===== src/rtl/conv_accumulator.sv =====
`default_nettype none
// ============================================================================
//  Module   : conv_accumulator
//  Purpose  : Sums a run of signed conv partial sums. The sum is kept in a
//             wide accumulator so it never wraps. The result is saturated to
//             DATA_W and can optionally be rectified (ReLU). It is then held
//             on a valid/ready output port.
//  Ports    : clk, rst (sync, active-low)
//             start, len, relu_en        - operation request (IDLE only)
//             in_valid, in_data, in_ready- partial-sum input stream
//             out_valid, out_data, sat,
//             out_ready                  - result handshake
//             busy, remaining            - status
//  Revision : 1.0 - initial release
// ============================================================================
module conv_accumulator #(
    parameter int DATA_W = 32,
    parameter int CNT_W  = 8,
    parameter int ACC_W  = DATA_W + CNT_W
) (
    input  logic              clk,
    input  logic              rst,
    input  logic              start,
    input  logic [CNT_W-1:0]  len,
    input  logic              relu_en,
    input  logic              in_valid,
    input  logic [DATA_W-1:0] in_data,
    output logic              in_ready,
    output logic              out_valid,
    output logic [DATA_W-1:0] out_data,
    input  logic              out_ready,
    output logic              sat,
    output logic              busy,
    output logic [CNT_W-1:0]  remaining
);

    typedef enum logic [1:0] {
        S_IDLE  = 2'd0,
        S_ACCUM = 2'd1,
        S_DONE  = 2'd2
    } state_t;

    localparam logic [DATA_W-1:0] SAT_MAX = {1'b0, {(DATA_W-1){1'b1}}};
    localparam logic [DATA_W-1:0] SAT_MIN = {1'b1, {(DATA_W-1){1'b0}}};

    state_t              state_q,    state_d;
    logic [ACC_W-1:0]    acc_q,      acc_d;
    logic [CNT_W-1:0]    remaining_q, remaining_d;
    logic                relu_q,     relu_d;
    logic [DATA_W-1:0]   out_data_q, out_data_d;
    logic                sat_q,      sat_d;

    logic [ACC_W-1:0]    w_in_ext;
    logic [ACC_W-1:0]    w_sum;
    logic [ACC_W-DATA_W:0] w_sum_hi;
    logic                w_overflow;
    logic [DATA_W-1:0]   w_sat_val;
    logic [DATA_W-1:0]   w_final_val;

    // Running sum including the beat currently presented on in_data.
    assign w_in_ext = {{(ACC_W-DATA_W){in_data[DATA_W-1]}}, in_data};
    assign w_sum    = acc_q + w_in_ext;

    // The value fits in DATA_W exactly when every bit from the DATA_W sign
    // position upward is a copy of the accumulator sign bit.
    assign w_sum_hi    = w_sum[ACC_W-1:DATA_W-1];
    assign w_overflow  = !((&w_sum_hi) || (~|w_sum_hi));
    assign w_sat_val   = w_overflow ? (w_sum[ACC_W-1] ? SAT_MIN : SAT_MAX)
                                    : w_sum[DATA_W-1:0];
    // ReLU acts on the saturated value; sat still reports the clipping.
    assign w_final_val = (relu_q && w_sat_val[DATA_W-1]) ? '0 : w_sat_val;

    always_comb begin
        state_d     = state_q;
        acc_d       = acc_q;
        remaining_d = remaining_q;
        relu_d      = relu_q;
        out_data_d  = out_data_q;
        sat_d       = sat_q;

        case (state_q)
            S_IDLE: begin
                // A zero-length request has nothing to produce and is dropped.
                if (start && (len != '0)) begin
                    state_d     = S_ACCUM;
                    acc_d       = '0;
                    remaining_d = len;
                    relu_d      = relu_en;
                    sat_d       = 1'b0;
                end
            end
            S_ACCUM: begin
                if (in_valid) begin
                    acc_d       = w_sum;
                    remaining_d = remaining_q - CNT_W'(1);
                    if (remaining_q == CNT_W'(1)) begin
                        state_d    = S_DONE;
                        out_data_d = w_final_val;
                        sat_d      = w_overflow;
                    end
                end
            end
            S_DONE: begin
                // A start arriving with the handshake is intentionally lost.
                if (out_ready) begin
                    state_d = S_IDLE;
                end
            end
            default: begin
                state_d = S_IDLE;
            end
        endcase
    end

    always_ff @(posedge clk) begin
        if (!rst) begin
            state_q     <= S_IDLE;
            acc_q       <= '0;
            remaining_q <= '0;
            relu_q      <= 1'b0;
            out_data_q  <= '0;
            sat_q       <= 1'b0;
        end else begin
            state_q     <= state_d;
            acc_q       <= acc_d;
            remaining_q <= remaining_d;
            relu_q      <= relu_d;
            out_data_q  <= out_data_d;
            sat_q       <= sat_d;
        end
    end

    assign in_ready  = (state_q == S_ACCUM);
    assign out_valid = (state_q == S_DONE);
    assign busy      = (state_q != S_IDLE);
    assign out_data  = out_data_q;
    assign sat       = sat_q;
    assign remaining = remaining_q;

endmodule
`default_nettype wire

===== config.mk =====
export PLATFORM = sky130hd
export DESIGN_NAME = conv_accumulator
export DESIGN_NICKNAME = d
export VERILOG_FILES = /design/src/rtl/conv_accumulator.sv
export SDC_FILE = /design/constraint.sdc
export NUM_CORES = 1
export LEC_CHECK = 0
export ABC_AREA = 0
export BUFFER_PORTS_ARGS = -buffer_cell sky130_fd_sc_hd__clkbuf_2
export CAP_MARGIN = 20
export CORE_MARGIN = 1.5
export CORE_UTILIZATION = 53
export DETAILED_ROUTE_END_ITERATION = 7
export PLACE_DENSITY = 0.85
export SLEW_MARGIN = 20
export SYNTH_ARGS = -nofsm -noshare
export SYNTH_HDL_FRONTEND = slang
export SYNTH_SLANG_ARGS = --single-unit

===== constraint.sdc =====
create_clock -name clk -period 3.5 [get_ports clk]
set_input_delay 0.525 -clock clk [delete_from_list [all_inputs] [get_ports clk]]
set_output_delay 0.525 -clock clk [all_outputs]
set_load 0.005 [all_outputs]

== After elaboration in Yosys (flattened, before gate mapping) ==
Cells that the tools add are included.

* Flip-flop bits (word level): 84
* Bits of input ports: 46
* Output and inout port bits: 44
* Word-level logic and storage cells: 49

* $add $sub $neg: 2
* Equal/unequal tests: 7
* Multiplexer cells: 18
* Reductions and logical operators: 16

{| class="wikitable"
|+ Operators by type and width
! cell !! count
|-
| 32-bit 2-to-1 mux || 3
|-
| 40-bit 2-to-1 mux || 2
|-
| 40-bit one-hot mux with 2 select lines || 1
|-
| 40-bit adder || 1
|-
| 8-bit 2-to-1 mux || 2
|-
| 8-bit one-hot mux with 2 select lines || 1
|-
| 9-bit AND reduction || 1
|-
| 9-bit OR reduction || 1
|-
| 8-bit by 1-bit == test with 1-bit output, second input constant || 1
|-
| 2-bit 2-to-1 mux || 4
|-
| 4-bit AND reduction || 2
|-
| 8-bit nonzero test || 1
|-
| 8-bit by 1-bit subtractor with 8-bit output, second input constant || 1
|-
| 2-bit one-hot mux with 3 select lines || 1
|-
| 3-bit AND reduction || 2
|-
| 2-bit by 1-bit inequality test with 1-bit output, second input constant || 2
|-
| 2-bit inequality test, second input constant || 2
|-
| 2-bit nonzero test || 2
|-
| 1-bit 2-to-1 mux || 3
|-
| 2-bit by 1-bit == test with 1-bit output, second input constant || 1
|-
| 2-bit == test, second input constant || 1
|-
| 1-bit logical AND || 2
|-
| 1-bit zero test || 2
|-
| 2-bit zero test || 1
|-
| 3 further kinds || 3
|}

== Depth between registers and ports, before layout ==
Gate-level depths: netlist of run 1.

* Word-level depth: 8
* Depth in mapped cells: 14
* Depth with buffers taken out: 13

== Least setup slack after synthesis of run 1 ==
OpenSTA, ideal clock, no wires.

* Path type: in2reg
* Start point: input port in_data[0]
* End point: register out_data_q[0] (netlist: out_data[0])
* Library setup time: 0.119 ns
* Data arrival time: 3.691 ns
* Data required time: 3.381 ns
* Slack: -0.310 ns
* Stages on the path: 14
* Buffers on the path: 1
* Cell sequence: ha_1 fa_1 a21o_1 a221oi_4 nor3_2 or3b_4 a31oi_4 mux2i_1 nand2_1 nor4_4 nand2_2 o31a_1 buf_6 o221a_1

* Longest elaborated chain between the ends: 7

{| class="wikitable"
|+ RTL lines
! element !! RTL line !! source
|-
| start: declaration || 27 || <nowiki>input logic [DATA_W-1:0] in_data,</nowiki>
|-
| 40-bit adder * || 62 || <nowiki>assign w_sum = acc_q + w_in_ext;</nowiki>
|-
| 9-bit OR reduction || 67 || <nowiki>assign w_overflow = !((&w_sum_hi) || (~|w_sum_hi));</nowiki>
|-
| 1-bit zero test || 67 ||
|-
| 1-bit logical OR || 67 ||
|-
| 32-bit 2-to-1 mux * || 68 || <nowiki>assign w_sat_val = w_overflow ? (w_sum[ACC_W-1] ? SAT_MIN : SAT_MAX)</nowiki>
|-
| 1-bit logical AND || 71 || <nowiki>assign w_final_val = (relu_q && w_sat_val[DATA_W-1]) ? '0 : w_sat_val;</nowiki>
|-
| 32-bit 2-to-1 mux * || 71 ||
|-
| end signal: assignment || 128 || <nowiki>out_data_q <= out_data_d;</nowiki>
|-
| end: declaration || 50 || <nowiki>logic [DATA_W-1:0] out_data_q, out_data_d;</nowiki>
|}

Mark *: on every way between the ends. The rest lies on a longest branch, timed or not.
A chain may end at the register's enable or synchronous reset.

== Final worst setup path of run 1 ==
* Start point: register acc_q[10]
* End point: register out_data_q[23] (netlist: out_data[23])

* Longest elaborated chain between the ends: 7

{| class="wikitable"
|+ RTL lines
! element !! RTL line !! source
|-
| start: declaration || 47 || <nowiki>logic [ACC_W-1:0] acc_q, acc_d;</nowiki>
|-
| start signal: assignment || 118 || <nowiki>acc_q <= '0;</nowiki>
|-
| start signal: assignment || 125 || <nowiki>acc_q <= acc_d;</nowiki>
|-
| 40-bit adder * || 62 ||
|-
| 9-bit OR reduction || 67 ||
|-
| 1-bit zero test || 67 ||
|-
| 1-bit logical OR || 67 ||
|-
| 32-bit 2-to-1 mux * || 68 ||
|-
| 1-bit logical AND || 71 ||
|-
| 32-bit 2-to-1 mux * || 71 ||
|}

Marks and branches as above.

==> results of run 1 <==
-- cells by family after synthesis --
| kind of cell | after synthesis | synth area share [%] |
|---|---|---|
| AOI/OAI and AO/OA | 232 | 27.7 |
| xor gates and xnor gates | 36 | 5.40 |
| adders and majority gates | 42 | 8.91 |
| buffers and inverters | 66 | 5.17 |
| DFF | 84 | 28.1 |
| muxes | 3 | 0.502 |
| and+or+nand+nor | 297 | 24.2 |
-- Yosys cell counts (all sizes together), types with 22 or more instances --
cell type  number
nor2          102
dfxtp          84
a21oi          66
nand2          66
ha             41
a31oi          38
and2           35
o21ai          35
clkbuf         33
o221a          33
xnor2          22
-- stage by stage --
step / util (%) / instance area, µm² / power (mW) / instances
after floorplan: - / 6000 / 1.45 / 760
after global placement: 65.8 / 7190 / 1.69 / 1048
after detailed placement: 65.8 / 7190 / 1.71 / 1048
after CTS: 70.5 / 7710 / 2.73 / 1076
after global routing: 71.2 / 7780 / 2.85 / 1079
final: 71.2 / 7780 / 2.74 / 1079
-- routing by layer --
layer,global-route usage (%),vias to the layer above,routed length (µm)
met5,0,-,0
met4,12.0,0,543
met3,5.26,50,1290
met2,50.7,265,8490
met1,37.9,2966,7760
li1,-,3105,-
-- state kept, by name, indices dropped and copies added, names as in the netlist --
signal,count
relu_q,1
out_data,32
state_q,2
remaining,8
sat,1
acc_q,40
-- path summary, 6_finish.rpt --
kind | to | depth (start not counted) | startpoint
max | out_data[23] | 14 | acc_q[10]
min | state_q[1] | 3 | out_ready
max reg2reg | out_data[23] | 14 | acc_q[10]
min reg2reg | acc_q[31] | 2 | acc_q[31]
-- worst max-delay path, stage by stage, from the launching register on --
cell,delay [ns]
dfxtp_1,0.31
ha_1,0.36
nand2_1,0.15
nor3_1,0.35
o211ai_1,0.27
a211oi_2,0.30
nor2_1,0.09
o211ai_1,0.32
xnor2_1,0.24
o2111a_1,0.24
nand4b_1,0.13
o31a_1,0.23
buf_6,0.18
buf_8,0.13
o221a_1,0.21
-- cell type report --
cell class                      instances  area [µm²]
Inverter                               20        75.1
Timing Repair Buffer                  210        1480
Clock inverter                          5        77.6
Fill cell                             854        3150
Tap cell                              140         175
Sequential cell                        84        1680
Multi-Input combinational cell        610        4070
Clock buffer                           10         229
-- power by group --
part / switching, mW / total, mW / internal [mW] / leakage, nW
logic: 0.399 / 0.712 / 0.313 / 2.72
clock network: 0.394 / 1.01 / 0.619 / 0.148
registers: 0.0285 / 1.02 / 0.991 / 0.681
-- timing repair --
action / 4_1_cts / 5_1_grt
setup buffers: 10 / 2
gates cloned: 3 / 2
resized for setup: 12 / 12
endpoints found under the setup margin: 32 / 32
pin swaps: 12 / 2
==> results by group, run 1 <==
Die
  • Chip width: 109 µm
  • Overall die height: 109 µm
  • Num ports: 90
  • Rows: 38
  • Core Region: 10900 µm²
  • Die Area: roughly 12000 µm²
  • Initial Util: a little over half

Pwr
  • Pleak: ~3.5 nW
  • P per Cell Area: 352 nW/µm²
  • Worst vdd ir: 0.000220 V

Status
  • Violated checks: setup timing
  • Status: finished, violations left

Yosys
  • Ys async rst share: 0%
  • Seq/Total Area, Yosys: 28.1%
  • Synth top area share: approximately 28%
  • Synth top area cells: dfxtp_1 (28%), ha_1 (8.6%), nor2_1 (6.4%)
  • Avg Cell Area, Syn: 7.87 µm²
  • Yosys top cell by area: dfxtp_1
  • Distinct cells, synth: 67
  • Cell count after synthesis: 760
  • Total number of yosys warnings: 0
  • Top FF cell, synth: dfxtp_1
  • Netlist Area Pre-Place: between 5000 and 6000 µm²
  • Synthesized flop and latch total: 84
  • Net Count, Synth: 848
  • EDFF count, synth: 0

Flow run
  • Max-cap violations: 0

Finish
  • Most frequent cells in the layout: buf_4 (110), nor2_1 (102), clkbuf_2 (89), dfxtp_1 (83), a21oi_1 (65)
  • Layout cells sized above 1: 27.3%
  • Antenna diodes: 0
  • Layout net count: 1023
  • Most common cell after layout, fill and taps aside: buf_4
  • Synthesis-to-finish area growth: 30.1%

Timing
  • Hold Vio Cnt, Final: 0
  • Clock skew: 0.00788 ns
  • RSZ-0062 raised after global routing: yes
  • Fin. max-slew vios: 0
  • Final setup fails: 31
  • Setup TNS Final: -3.59 ns
  • Max Clk Rate: 0.275 GHz
  • Relative slew slack: between 50 and 60%
  • Setup WS post-layout: -0.142 ns
  • Final Critical Period: between 3 and 4 ns
  • Hold Slack: 0.454 ns
  • Fraction of the cycle the final worst path needs: 104%
  • Slew @ Worst Pin: 0.666 ns

Critical path
  • Arr. time, crit path: between 3 and 4 ns
  • CP Capture Type: register
  • Maximum fanout along the worst path: 7
  • R2r setup slk: -0.14 ns
  • Startpoint Class: register
  • CP required: about 3.7 ns
  • Crit Path Category: register to register

Detailed routing
  • DRC viols: 0
  • Routed vias: 6386
  • Routed Antenna Nets: 0
  • Routed WL: around 18000 µm
  • DRT iter0 DRCs: 442
  • Drt pass-1 iters: 5
  • WL per Instance: 16.8 µm
  • Drt via density: 5.92

GRT
  • Initial antenna violation count: 0
  • Total congestion overflow: 0
  • GRT Util Overall: 30.1%
  • First-pass GRT wire length: 28200 µm
  • Pin count of the biggest net entering global routing: 40
  • Vias in the first global route: 5962

Clock tree
  • Worst-path clk slew: 0.06 ns
  • Sinks on Clock Net: 84
  • # H-tree levels: 3
  • CTS tree: done
  • CTS Buf Count: 9
  • Hold buffer count at CTS: 0
  • Clock Latency Late Sink: 0.34 ns
  • Clock Root Buffer: clkbuf_16
  • Longest Clk Path Bufs: 2

Placement
  • Placer Congestion: roughly 1.0
  • Post-Place Worst Slack: -0.539 ns
  • I/O Buffers: 89
  • Post-DP HPWL: 12500 µm

Min path
  • Worst Hold Class: primary input to register
No activity file was read; power rests on OpenSTA's default activity.
==> run 2, diff against run 1 <==
Settings changed: CORE_UTILIZATION 53 to 40, PLACE_DENSITY 0.85 to 0.59.
==> run 2 against run 1 <==
The flow still finishes with violations (setup timing). Global-route usage fell by 6.5 points. Via count fell by 1.2%. Sequential power about the same. Highest routed layer unchanged.
==> results by group, run 2 (same netlist as run 1, synthesis figures left out) <==
Status
  • Status: finished, violations left
  • Violated checks: setup timing

Detailed routing
  • DRC viols: 0
  • M1 WL: just under 9000 µm
  • Met2 wire length: between 8000 and 9000 µm
  • WL per Instance: roughly 17 µm
  • Routed wl met3: just under 1000 µm
  • Routed vias: 6311
  • Routed Antenna Nets: 0
  • DRT iter0 DRCs: between 300 and 400
  • Top Layer Used: met4
  • Routed WL: 18900 µm
  • Drt pass-1 iters: 5
  • Drt via density: 5.60

Critical path
  • Startpoint Class: register
  • Max incr delay on CP: 0.40 ns
  • Worst-path cell chain: ha_4, fa_2, a21o_1, a221oi_4, nor3_2, or3b_4, a31oi_4, mux2i_1, nand2_1, nor4_4, nand2_2, o31a_4, clkbuf_16, o221a_1
  • CP top delay family: compound AO/OA/AOI/OAI gates
  • WP buf/inv: 1
  • Crit Path Category: register to register
  • Critical Path Slowest Stage Cell: or3b_4
  • CP Capture Type: register
  • Maximum fanout along the worst path: 13
  • CP required: 3.74 ns
  • Arr. time, crit path: between 3 and 4 ns

Pwr
  • Worst vdd ir: 0.000230 V
  • Pleak: 3.57 nW
  • Power, Total: 2.77 mW
  • P per Cell Area: 353 nW/µm²

Placement
  • Placer Congestion: 0.932
  • I/O Buffers: around 90
  • Area post-placement: 7360 µm²
  • Post-DP HPWL: ~14000 µm

Timing
  • Setup WS post-layout: -0.110 ns
  • Max Clk Rate: 0.277 GHz
  • Slew @ Worst Pin: roughly 0.68 ns
  • Fin. max-slew vios: 0
  • Hold Vio Cnt, Final: 0
  • Final Critical Period: 3.61 ns
  • Final setup fails: 31
  • RSZ-0062 raised after global routing: yes
  • Fraction of the cycle the final worst path needs: 103%
  • Relative slew slack: between 50% and 60%
  • Clock skew: 0.0109 ns

Finish
  • Layout net count: 1026
  • Synthesis-to-finish area growth: 31.2%
  • Largest register FFs: 40
  • Most common cell after layout, fill and taps aside: buf_4
  • Fin area: 7850 µm²
  • Most frequent cells in the layout: buf_4 (118), nor2_1 (102), clkbuf_2 (89), dfxtp_1 (83)
  • Antenna diodes: 0
  • Top reg by flops: acc_q
  • Fill count: 1371
  • Layout cells sized above 1: 28.1%

Clock tree
  • Hold buffer count at CTS: 0
  • CTS tree: done
  • CTS Buf Count: 9
  • Clock Root Buffer: clkbuf_16
  • Worst-path clk slew: roughly 0.070 ns
  • Clock Latency Late Sink: approximately 0.35 ns
  • Longest Clk Path Bufs: 2
  • Sinks on Clock Net: 84
  • # H-tree levels: 3

Die
  • Core Region: 14600 µm²
  • Chip width: 125 µm
  • Num ports: 90
  • Initial Util: 41.0%
  • Die Area: between 15000 and 20000 µm²
  • Overall die height: 125 µm
  • Rows: 44

GRT
  • GRT Util Overall: 23.5%
  • Vias in the first global route: between 6000 and 7000
  • First-pass GRT wire length: 30000 µm
  • Pin count of the biggest net entering global routing: 38
  • Total congestion overflow: 0
  • Initial antenna violation count: 0

Flow run
  • Max-cap violations: 0

Min path
  • Worst Hold Class: primary input to register
run 2: cell types whose count changed in the layout (fill, tap and decap cells not counted), moves of 2 or more:
| cell | previous run | this run |
|---|---|---|
| clkbuf_8 | 0 | 3 |
| buf_16 | 2 | 0 |
| clkinv_2 | 2 | 0 |
| buf_12 | 0 | 2 |
| buf_4 | 110 | 118 |
| buf_8 | 4 | 0 |
| buf_6 | 3 | 1 |
| o21ai_2 | 0 | 2 |
| clkbuf_16 | 10 | 12 |
run 2: layer usage:
metal | vias up | GRT usage (%)
met5 | - | 0
met4 | 0 | 9.76
met3 | 29 | 3.38
met2 | 182 | 39.6
met1 | 2984 | 30.2
li1 | 3116 | -
run 2: repair_timing:
action | in CTS | in global routing
setup buffers | 1 | 2
pin swaps | 5 | 4
endpoints found under the setup margin | 31 | 32
cloned | 0 | 3
gates resized for setup | 2 | 11
run 2: final timing paths:
path	from	end	slack, ns	depth (start not counted)
max	acc_q[0]	out_data[11]	-0.11	14
min	relu_en	relu_q	0.42	3
max reg2reg	acc_q[0]	out_data[11]	-0.11	14
min reg2reg	acc_q[32]	acc_q[32]	0.47	2
run 2: final cells by class:
cell class                 count  area [µm²]  area share (%)
timing repair buffer         213        1460            18.6
tap                          184         230            2.93
clock inverter                 4        55.1           0.701
clock buffer                  12         267            3.39
inverter                      20        75.1           0.956
multi-input combinational    610        4080            52.0
sequential                    84        1680            21.4
run 2: through the flow:
step | std cells | hold slack (ns) | TNS, ns | utilization, % | setup WS (ns)
3_3_place_gp | 1105 | 0.464 | -13.00 | 50.4 | -0.465
4_1_cts | 1122 | 0.425 | -1.11 | 52.7 | -0.0735
3_5_place_dp | 1105 | 0.466 | -14.59 | 50.4 | -0.518
5_1_grt | 1127 | 0.441 | -5.84 | 53.8 | -0.204
6_report | 1127 | 0.425 | -2.70 | 53.8 | -0.110
2_1_floorplan | 760 | 0.452 | -5.24 | - | -0.171
run 2: worst min-delay path: stages:
cell and delay (ns):
clkbuf_2 0.08, mux2i_1 0.06, nor2_1 0.08
run 2: power breakdown:
group / switching, mW / internal [mW]
sequential: 0.0291 / 0.990
clock: 0.413 / 0.615
combinational: 0.404 / 0.317
total: 0.846 / 1.92
==> run 3, diff against run 2 <==
==> constraint.sdc (replaced) <==
create_clock -name clk -period 3.5 [get_ports clk]
set_input_delay 1.05 -clock clk [delete_from_list [all_inputs] [get_ports clk]]
set_output_delay 1.05 -clock clk [all_outputs]
set_load 0.005 [all_outputs]
==> run 3 against run 2 <==
The flow still finishes with violations (setup timing). Clock power is 8% lower. Setup slack lost 0.44 ns. Sequential cell count unchanged. Routed wire length up 2.4%. Hold slack improved by 0.055 ns. Register-to-register slack is essentially flat. Non-clock buffer count up 53. Final cell count grew 4.7%. First-iteration DRC count down 3.4%. Clock skew shrank 0.0028 ns. Global-route usage is 0.65 points higher. Critical path type is now primary input to register. Highest routed layer unchanged.
==> results by group, run 3 (same netlist as run 1, synthesis figures left out) <==
Status
  • Status: finished, violations left
  • Violated checks: setup timing

Critical path
  • FF-to-FF Start: acc_q[0]
  • Arr. time, crit path: 4.29 ns
  • CP required: 3.74 ns
  • CP Capture Type: register
  • Crit Path Category: primary input to register
  • Critical R2R Capture: out_data[17]
  • Crit path capture: out_data[17]
  • Maximum fanout along the worst path: 31
  • R2r setup slk: -0.11 ns
  • Crit path launch: in_data[0]
  • Worst reg-to-reg path cell count: 14
  • Startpoint Class: primary input

Min path
  • Worst Hold Class: register to register

GRT
  • GRT Util Overall: 24.2%
  • Total congestion overflow: 0
  • Vias in the first global route: 6402
  • Initial antenna violation count: 0
  • Pin count of the biggest net entering global routing: 36
  • First-pass GRT wire length: 31100 µm

Placement
  • I/O Buffers: 89
  • Post-Place Worst Slack: -1.05 ns
  • Placer Congestion: 0.936
  • Post-DP HPWL: roughly 14000 µm
  • Placed insts: around 1200
  • Area post-placement: 7720 µm²

Detailed routing
  • Top Layer Used: met4
  • Drt pass-1 iters: 5
  • Routed vias: 6487
  • WL per Instance: approximately 16 µm
  • Met2 wire length: 9400 µm
  • Drt via density: 5.50
  • DRC viols: 0
  • Routed WL: roughly 19000 µm
  • DRT iter0 DRCs: 375
  • M1 WL: between 8000 and 9000 µm
  • Routed Antenna Nets: 0
  • Routed wl met3: 849 µm

Timing
  • Max Clk Rate: around 0.25 GHz
  • RSZ-0062 raised after global routing: yes
  • Fraction of the cycle the final worst path needs: 116%
  • Fin. max-slew vios: 0
  • Final Critical Period: between 4 and 5 ns
  • Final setup fails: 37
  • Relative slew slack: 42.5%
  • Setup WS post-layout: -0.551 ns
  • Clock skew: 0.00813 ns
  • Setup TNS Final: -15.56 ns
  • Slew @ Worst Pin: 0.861 ns
  • Hold Vio Cnt, Final: 0

Finish
  • Layout net count: 1079
  • Largest register FFs: 40
  • Most frequent cells in the layout: buf_4 (168), nor2_1 (98), clkbuf_2 (88), dfxtp_1 (84), nand2_1 (61)
  • Multi-input gate area: 4400 µm²
  • Fin area: 8530 µm²
  • Non-Filler Instances: 1180
  • Fill count: 1329
  • Top reg by flops: acc_q
  • Layout cells sized above 1: 35.5%
  • Antenna diodes: 0
  • Most common cell after layout, fill and taps aside: buf_4
  • Synthesis-to-finish area growth: 42.5%
  • Reg area: 1680 µm²

Clock tree
  • Worst-path clk slew: 0.07 ns
  • CTS tree: done
  • CTS Buf Count: 9
  • Clock Root Buffer: clkbuf_16
  • Longest Clk Path Bufs: 2
  • Sinks on Clock Net: 84
  • # H-tree levels: 3
  • Clock Latency Late Sink: 0.35 ns

Pwr
  • P per Cell Area: roughly 330 nW/µm²
  • Switch Pwr: between 800 and 900 µW
  • Pleak: between 3 and 4 nW
  • Reg power frac: 36.4%
  • Clock Power Share: 33.9%
  • Switching share of total power: 31.9%
  • Part of the power in combinational logic: 29.8%
  • Int Pwr: 1.91 mW
  • Worst vdd ir: 0.000200 V

Die
  • Initial Util: approximately 41%
  • Chip width: between 100 and 150 µm
  • Overall die height: 125 µm
  • Num ports: 90
  • Core Region: 14600 µm²
  • Die Area: 15700 µm²
  • Rows: 44

Flow run
  • Max-cap violations: 0
run 3: worst min path at each step:
| stage | cells past startpoint | slack (ns) | endpoint | from |
|---|---|---|---|---|
| 6_report | 2 | 0.48 | acc_q[32] | acc_q[32] |
| 3_5_place_dp | 2 | 0.47 | acc_q[32] | acc_q[32] |
| 3_3_place_gp | 2 | 0.46 | acc_q[32] | acc_q[32] |
| 5_1_grt | 2 | 0.50 | acc_q[31] | acc_q[31] |
| 4_1_cts | 2 | 0.48 | acc_q[32] | acc_q[32] |
| 2_1_floorplan | 2 | 0.45 | acc_q[31] | acc_q[31] |
run 3: final cells by class:
cell class / instances / share of cell area (%)
Multi-Input combinational cell: 610 / 51.6
Timing Repair Buffer: 266 / 21.7
Sequential cell: 84 / 19.7
Clock buffer: 12 / 3.01
Tap cell: 184 / 2.70
Inverter: 20 / 0.880
Clock inverter: 4 / 0.367
run 3: critical path, cell delays in order:
cell and delay, ns:
buf_6 0.10, ha_4 0.15, fa_2 0.39, a21o_1 0.21, a221oi_4 0.29, nor3_2 0.09
or3b_4 0.40, a31oi_4 0.20, mux2i_2 0.27, nand2_2 0.11, nor4_4 0.15, nand2_2 0.12
o31a_1 0.29, buf_12 0.18, o221a_1 0.28
run 3: power by group through the flow:
stage	logic, mW	clock network (mW)	registers, mW
after floorplan	0.419	0	1.03
after global placement	0.738	0	1.04
after detailed placement	0.753	0	1.04
after CTS	0.775	0.973	1.02
after global routing	0.910	1.01	1.03
final	0.836	0.950	1.02
run 3: per-stage QoR:
step	utilization (%)	hold WS (ns)	power, mW
2_1_floorplan	-	0.452	1.45
3_5_place_dp	52.9	0.468	1.79
6_report	58.4	0.480	2.81
5_1_grt	58.4	0.496	2.94
4_1_cts	55.7	0.478	2.77
3_3_place_gp	52.9	0.463	1.78
run 3: what timing repair did:
| item | CTS | global route |
|---|---|---|
| buffers inserted | 6 | 9 |
| endpoints found under the setup margin | 42 | 47 |
| pin swaps | 14 | 29 |
| gates resized for setup | 13 | 57 |
| hold buffers | 0 | 0 |
run 3: metal layers:
| layer | global-route usage [%] | vias up |
|---|---|---|
| li1 | - | 3219 |
| met1 | 30.7 | 3073 |
| met2 | 41.2 | 166 |
| met3 | 4.28 | 29 |
| met4 | 8.49 | 0 |
| met5 | 0 | - |
